## config.mk

```make
export PLATFORM = sky130hd
export DESIGN_NAME = cp0_exc_ctrl
export DESIGN_NICKNAME = d
export VERILOG_FILES = /design/src/rtl/cp0_exc_ctrl.sv
export SDC_FILE = /design/constraint.sdc
export NUM_CORES = 1
export LEC_CHECK = 0
export ABC_AREA = 1
export CAP_MARGIN = 20
export CORE_MARGIN = 3
export CORE_UTILIZATION = 43
export CTS_BUF_LIST = sky130_fd_sc_hd__clkbuf_8
export CTS_CLUSTER_DIAMETER = 50
export CTS_CLUSTER_SIZE = 28
export DETAILED_ROUTE_END_ITERATION = 7
export PLACE_DENSITY = 0.88
export SLEW_MARGIN = 20
export SYNTH_ARGS = -nofsm -noshare
export SYNTH_HDL_FRONTEND = slang
export SYNTH_SLANG_ARGS = --single-unit
```

## constraint.sdc

```tcl
create_clock -name clk -period 3.4 [get_ports clk]
set_input_delay 0.68 -clock clk [delete_from_list [all_inputs] [get_ports clk]]
set_output_delay 0.68 -clock clk [all_outputs]
set_load 0.05 [all_outputs]
```

## src/rtl/cp0_exc_ctrl.sv

```systemverilog
// Exception/interrupt sequencer in front of CP0: synchronises interrupt lines, prioritises
// traps, pulses CP0's exception/eret inputs, stalls the pipe and redirects the PC.
module cp0_exc_ctrl #(
  parameter logic [31:0] HANDLER_ADDR = 32'h0040_0004,
  parameter int          N_INT        = 6,
  parameter int          SYNC_STAGES  = 2
) (
  input  logic             clk,
  input  logic             rst_n,
  input  logic             instr_valid_i,
  input  logic [31:0]      pc_i,
  input  logic             syscall_i,
  input  logic             brk_i,
  input  logic             teq_trap_i,
  input  logic             eret_req_i,
  input  logic [N_INT-1:0] ext_int_i,
  input  logic [31:0]      status_i,
  input  logic [31:0]      exc_addr_i,
  output logic             exception_o,
  output logic [4:0]       cause_o,
  output logic [31:0]      epc_pc_o,
  output logic             eret_o,
  output logic             stall_o,
  output logic             redirect_o,
  output logic [31:0]      redirect_pc_o,
  output logic [N_INT-1:0] int_pending_o
);

  typedef enum logic [1:0] {S_IDLE, S_TAKE, S_VECTOR, S_RET} state_e;

  localparam logic [4:0]       EXC_INT = 5'd0;
  localparam logic [4:0]       EXC_SYS = 5'd8;
  localparam logic [4:0]       EXC_BP  = 5'd9;
  localparam logic [4:0]       EXC_TR  = 5'd13;
  localparam logic [N_INT-1:0] ONE     = {{(N_INT-1){1'b0}}, 1'b1};

  state_e           state_q, state_d;
  logic [4:0]       cause_q, cause_d;
  logic [31:0]      epc_q, epc_d;
  logic [N_INT-1:0] int_take_q, int_take_d;
  logic [N_INT-1:0] pend_q, pend_d;
  logic             in_handler_q, in_handler_d;
  logic [N_INT-1:0] sync_q [SYNC_STAGES];
  logic [N_INT-1:0] int_prev_q;
  logic             stall_c;

  // Bits of Status this block does not interpret.
  logic unused_status;
  assign unused_status = ^{status_i[31:8+N_INT], status_i[7:4]};

  // NOTE: the synchroniser chain is a handful of flops, not a RAM, so it is reset with
  // everything else; a reset-less array here would let X edges set pending bits.
  always_ff @(posedge clk or negedge rst_n) begin
    if (!rst_n) begin
      for (int s = 0; s < SYNC_STAGES; s++) sync_q[s] <= '0;
      int_prev_q <= '0;
    end else begin
      sync_q[0] <= ext_int_i;
      for (int s = 1; s < SYNC_STAGES; s++) sync_q[s] <= sync_q[s-1];
      int_prev_q <= sync_q[SYNC_STAGES-1];
    end
  end

  logic             gie;
  logic             teq_en, brk_en, sys_en, eret_en;
  logic [N_INT-1:0] int_edge, int_elig, int_sel;

  assign gie      = status_i[0];
  assign teq_en   = instr_valid_i & teq_trap_i & gie & status_i[3];
  assign brk_en   = instr_valid_i & brk_i      & gie & status_i[2];
  assign sys_en   = instr_valid_i & syscall_i  & gie & status_i[1];
  assign eret_en  = instr_valid_i & eret_req_i;
  assign int_edge = sync_q[SYNC_STAGES-1] & ~int_prev_q;
  assign int_elig = pend_q & status_i[8 +: N_INT] & {N_INT{gie & instr_valid_i & ~in_handler_q}};
  // Two's-complement trick isolates the lowest set bit: lowest line wins.
  assign int_sel  = int_elig & (~int_elig + ONE);

  // NOTE: every variable written here gets a default first, so no path can infer a latch.
  always_comb begin
    state_d       = state_q;
    cause_d       = cause_q;
    epc_d         = epc_q;
    int_take_d    = int_take_q;
    in_handler_d  = in_handler_q;
    pend_d        = pend_q | int_edge;
    exception_o   = 1'b0;
    cause_o       = '0;
    epc_pc_o      = '0;
    eret_o        = 1'b0;
    stall_c       = 1'b0;
    redirect_o    = 1'b0;
    redirect_pc_o = '0;

    unique case (state_q)
      S_IDLE: begin
        if (teq_en || brk_en || sys_en) begin
          state_d    = S_TAKE;
          epc_d      = pc_i;
          int_take_d = '0;
          stall_c    = 1'b1;
          cause_d    = teq_en ? EXC_TR : (brk_en ? EXC_BP : EXC_SYS);
        end else if (eret_en) begin
          state_d = S_RET;
        end else if (|int_sel) begin
          state_d    = S_TAKE;
          epc_d      = pc_i;
          int_take_d = int_sel;
          cause_d    = EXC_INT;
          stall_c    = 1'b1;
        end
      end
      S_TAKE: begin
        exception_o  = 1'b1;
        cause_o      = cause_q;
        epc_pc_o     = epc_q;
        stall_c      = 1'b1;
        in_handler_d = 1'b1;
        pend_d       = (pend_q & ~int_take_q) | int_edge;
        state_d      = S_VECTOR;
      end
      S_VECTOR: begin
        redirect_o    = 1'b1;
        redirect_pc_o = HANDLER_ADDR;
        stall_c       = 1'b1;
        state_d       = S_IDLE;
      end
      S_RET: begin
        eret_o        = 1'b1;
        redirect_o    = 1'b1;
        redirect_pc_o = exc_addr_i;
        stall_c       = 1'b1;
        in_handler_d  = 1'b0;
        state_d       = S_IDLE;
      end
      default: state_d = S_IDLE;
    endcase
  end

  // IDLE stall is input-driven; gating with rst_n keeps it quiet while reset is held.
  assign stall_o       = stall_c & rst_n;
  assign int_pending_o = pend_q;

  // NOTE: state uses non-blocking assignments so every flop samples pre-edge values.
  always_ff @(posedge clk or negedge rst_n) begin
    if (!rst_n) begin
      state_q      <= S_IDLE;
      cause_q      <= '0;
      epc_q        <= '0;
      int_take_q   <= '0;
      pend_q       <= '0;
      in_handler_q <= 1'b0;
    end else begin
      state_q      <= state_d;
      cause_q      <= cause_d;
      epc_q        <= epc_d;
      int_take_q   <= int_take_d;
      pend_q       <= pend_d;
      in_handler_q <= in_handler_d;
    end
  end

endmodule

```

==> impl_metrics.toml <==
[yosys]
synth_area_mm2 = 0.00338
ys_ff_latch = 68
ys_types = 23
avgSynthCellArea_um2 = 7.98
syn_inst = 424
seq_area_frac_synth_pct = 50.3
ys.warnings.count = 0

[final_layout]
fin_util_pct = 75.4
final_nets = 696
layout-drive-gt1-share_pct = 18.2
area_delta_synth_final_pct = 65.8
stdcell_count = 691
num_antenna_cells = 0

[power_and_ir_drop]
internal_power_mw = 2.24
seq_power_share_pct = 29.1
powerDensity_mw_per_mm2 = 719
p_clk_share_pct = 16.9
power_frac_comb_pct = 54.0
switching_share_pct = 44.5
peakVddDrop_uv = 368
p_sw_mw = 1.80
p_leak_nw = 2.83

[global_routing]
grt_max_degree = 69
grt_overflow_total = 0
grt_pass1_vias = 3350
grt_pass1_wl_um = 15000
grt_usage_pct = 21.5
grt_antenna_before_repair = 0

[clock_tree]
cts_hold_buffers = 0
h-tree-depth = 3
clockRootBuffer = "clkbuf_8"
clock_sinks = 68
cts_made_buffers = 9
clk_latency_ns = 0.35
cts_tree = "done"
clockBufferDepth = 2
post-cts-setup-buffer-count = 0
clkTransAtPathRegs_ns = 0.09
post_cts_resized = 0

[sta]
hold_viol = 0
fin_setup_tns_ns = 0
setup_viol = 0
worst_slew_pin_slew_ns = 0.925
fmax_mhz = 313
slew_viol_final = 0
fin_crit_sh_pct = 94.1
rsz0062_at_grt = "no"
period_minus_slack_ns = 3.20
fin_skew_ns = 0.0127
relSlewSlack_pct = 38.2
fin_hold_ws_ns = 0.352

[floorplan]
die_y_um = 94.7
start_util_pct = 45.4
io_pins = 188
fp.coreArea_mm2 = 0.00745
row_count = 31
die_x_um = 94.7
dieArea_mm2 = 0.00897

[route]
wl_per_cell_um = 13.2
drtAntennaViolNets = 0
drt-vias-per-instance = 4.53
vias = 3131
drt_iter0_drc = 148
drt_pass1_iterations = 4
wirelength_um = 9140
drc = 0

[setup_path]
required_ns = 2.72
worst_setup_path_end_kind = "primary output"
cp_max_fo = 31
crit_type = "reg -> out"
crit_arrival_ns = 2.52
worst_setup_path_start_kind = "register"

[place]
gp_congestion = 0.774
dp.cells = 675
hpwl_um = 7150
io_buffers = 163

[min_path]
hp-class = "reg -> reg"

[run_status]
status = "finished clean"

[run]
cap_violations = 0
## power groups by stage
| stage | Clock [mW] | Sequential [mW] | Combinational (mW) |
|---|---|---|---|
| after floorplan | 0 | 1.18 | 1.36 |
| after global placement | 0 | 1.17 | 2.14 |
| after detailed placement | 0 | 1.19 | 2.19 |
| after CTS | 0.699 | 1.18 | 2.20 |
| after global routing | 0.729 | 1.21 | 2.33 |
| final | 0.681 | 1.17 | 2.18 |
## cell type report
cell class                      instances  area, um^2
Multi-Input combinational cell        220        1100
Clock inverter                          7        81.3
Fill cell                             504        1830
Clock buffer                            9         124
Tap cell                               99         124
Sequential cell                        68        1700
Inverter                              120         450
Timing Repair Buffer                  168        2030
## metal layers
layer	share of wire (%)	up-vias	GRT usage (%)	wire length, um
li1	-	1535	-	-
met1	35	1464	22.1	3230
met2	56	116	40.5	5120
met3	6.7	16	7.17	611
met4	1.9	0	7.09	170
met5	0	-	0	0
## placed cells by master, fill, tap and decap left out, types with 4 or more instances in the layout
| cell | instances |
|---|---|
| clkdlybuf4s50_1 | 126 |
| inv_1 | 118 |
| nand2_1 | 75 |
| nor2_1 | 75 |
| dfrtp_1 | 68 |
| o21ai_2 | 41 |
| buf_12 | 36 |
| clkbuf_8 | 9 |
| o21ai_0 | 6 |
| buf_4 | 6 |
| a21oi_1 | 4 |
| nand4_1 | 4 |
| nand2_2 | 4 |
## worst max-delay path, cell delays in order (launching register included)
cell and delay [ns]:
dfrtp_1 0.44, nand2_1 0.55, nor2_1 0.30, clkdlybuf4s50_1 0.87
## metrics by stage
step	total power [mW]	cell area (um^2)	worst slack, ns
after floorplan	2.54	3390	0.398
after global placement	3.31	5410	0.378
after detailed placement	3.38	5410	0.304
after CTS	4.08	5610	0.150
after global routing	4.27	5610	0.0135
final	4.03	5610	0.201
## registers in the layout (all words and copies together), names as in the netlist
| signal | count |
|---|---|
| state_q | 2 |
| int_pending_o | 6 |
| int_prev_q | 6 |
| sync_q | 12 |
| int_take_q | 6 |
| epc_q | 32 |
| cause_q | 3 |
| in_handler_q | 1 |
## cells by family after synthesis
logic type             share of synthesized area [%]
AOI/OAI and AO/OA                               12.5
DFF                                             50.3
and+or+nand+nor                                 19.9
other                                          0.111
buffers and inverters                           17.2
## cell usage after synthesis
| cell type | n | area share (%) |
|---|---|---|
| inv_1 | 118 | 13 |
| nand2_1 | 75 | 8.3 |
| nor2_1 | 75 | 8.3 |
| dfrtp_1 | 68 | 50 |
| o21ai_2 | 41 | 11 |
| buf_6 | 8 | 2.7 |
| clkbuf_1 | 7 | 0.78 |
| o21ai_0 | 6 | 0.89 |
| a21oi_1 | 4 | 0.59 |
| nand2_2 | 4 | 0.74 |
| nand4_1 | 4 | 0.74 |
| buf_4 | 2 | 0.44 |
| nand3_1 | 2 | 0.30 |
| a21boi_0 | 1 | 0.22 |
| clkinv_1 | 1 | 0.11 |
| conb_1 | 1 | 0.11 |
| inv_2 | 1 | 0.11 |
| nand3_2 | 1 | 0.30 |
| nand3_4 | 1 | 0.52 |
| nor2_2 | 1 | 0.18 |
| nor2_4 | 1 | 0.33 |
| nor3_1 | 1 | 0.15 |
| o21a_1 | 1 | 0.22 |
## final timing paths
check,start,to,slack (ns),depth (start not counted)
max,state_q[1],redirect_pc_o[8],0.20,3
max reg2reg,int_pending_o[0],int_take_q[4],1.47,10
min,sync_q[10],sync_q[4],0.35,0
min in group asynchronous,rst_n,sync_q[8],0.54,2
min reg2reg,sync_q[10],sync_q[4],0.35,0
max in group asynchronous,rst_n,epc_q[17],2.31,2
Note: power is estimated with default switching activity, not from simulation.
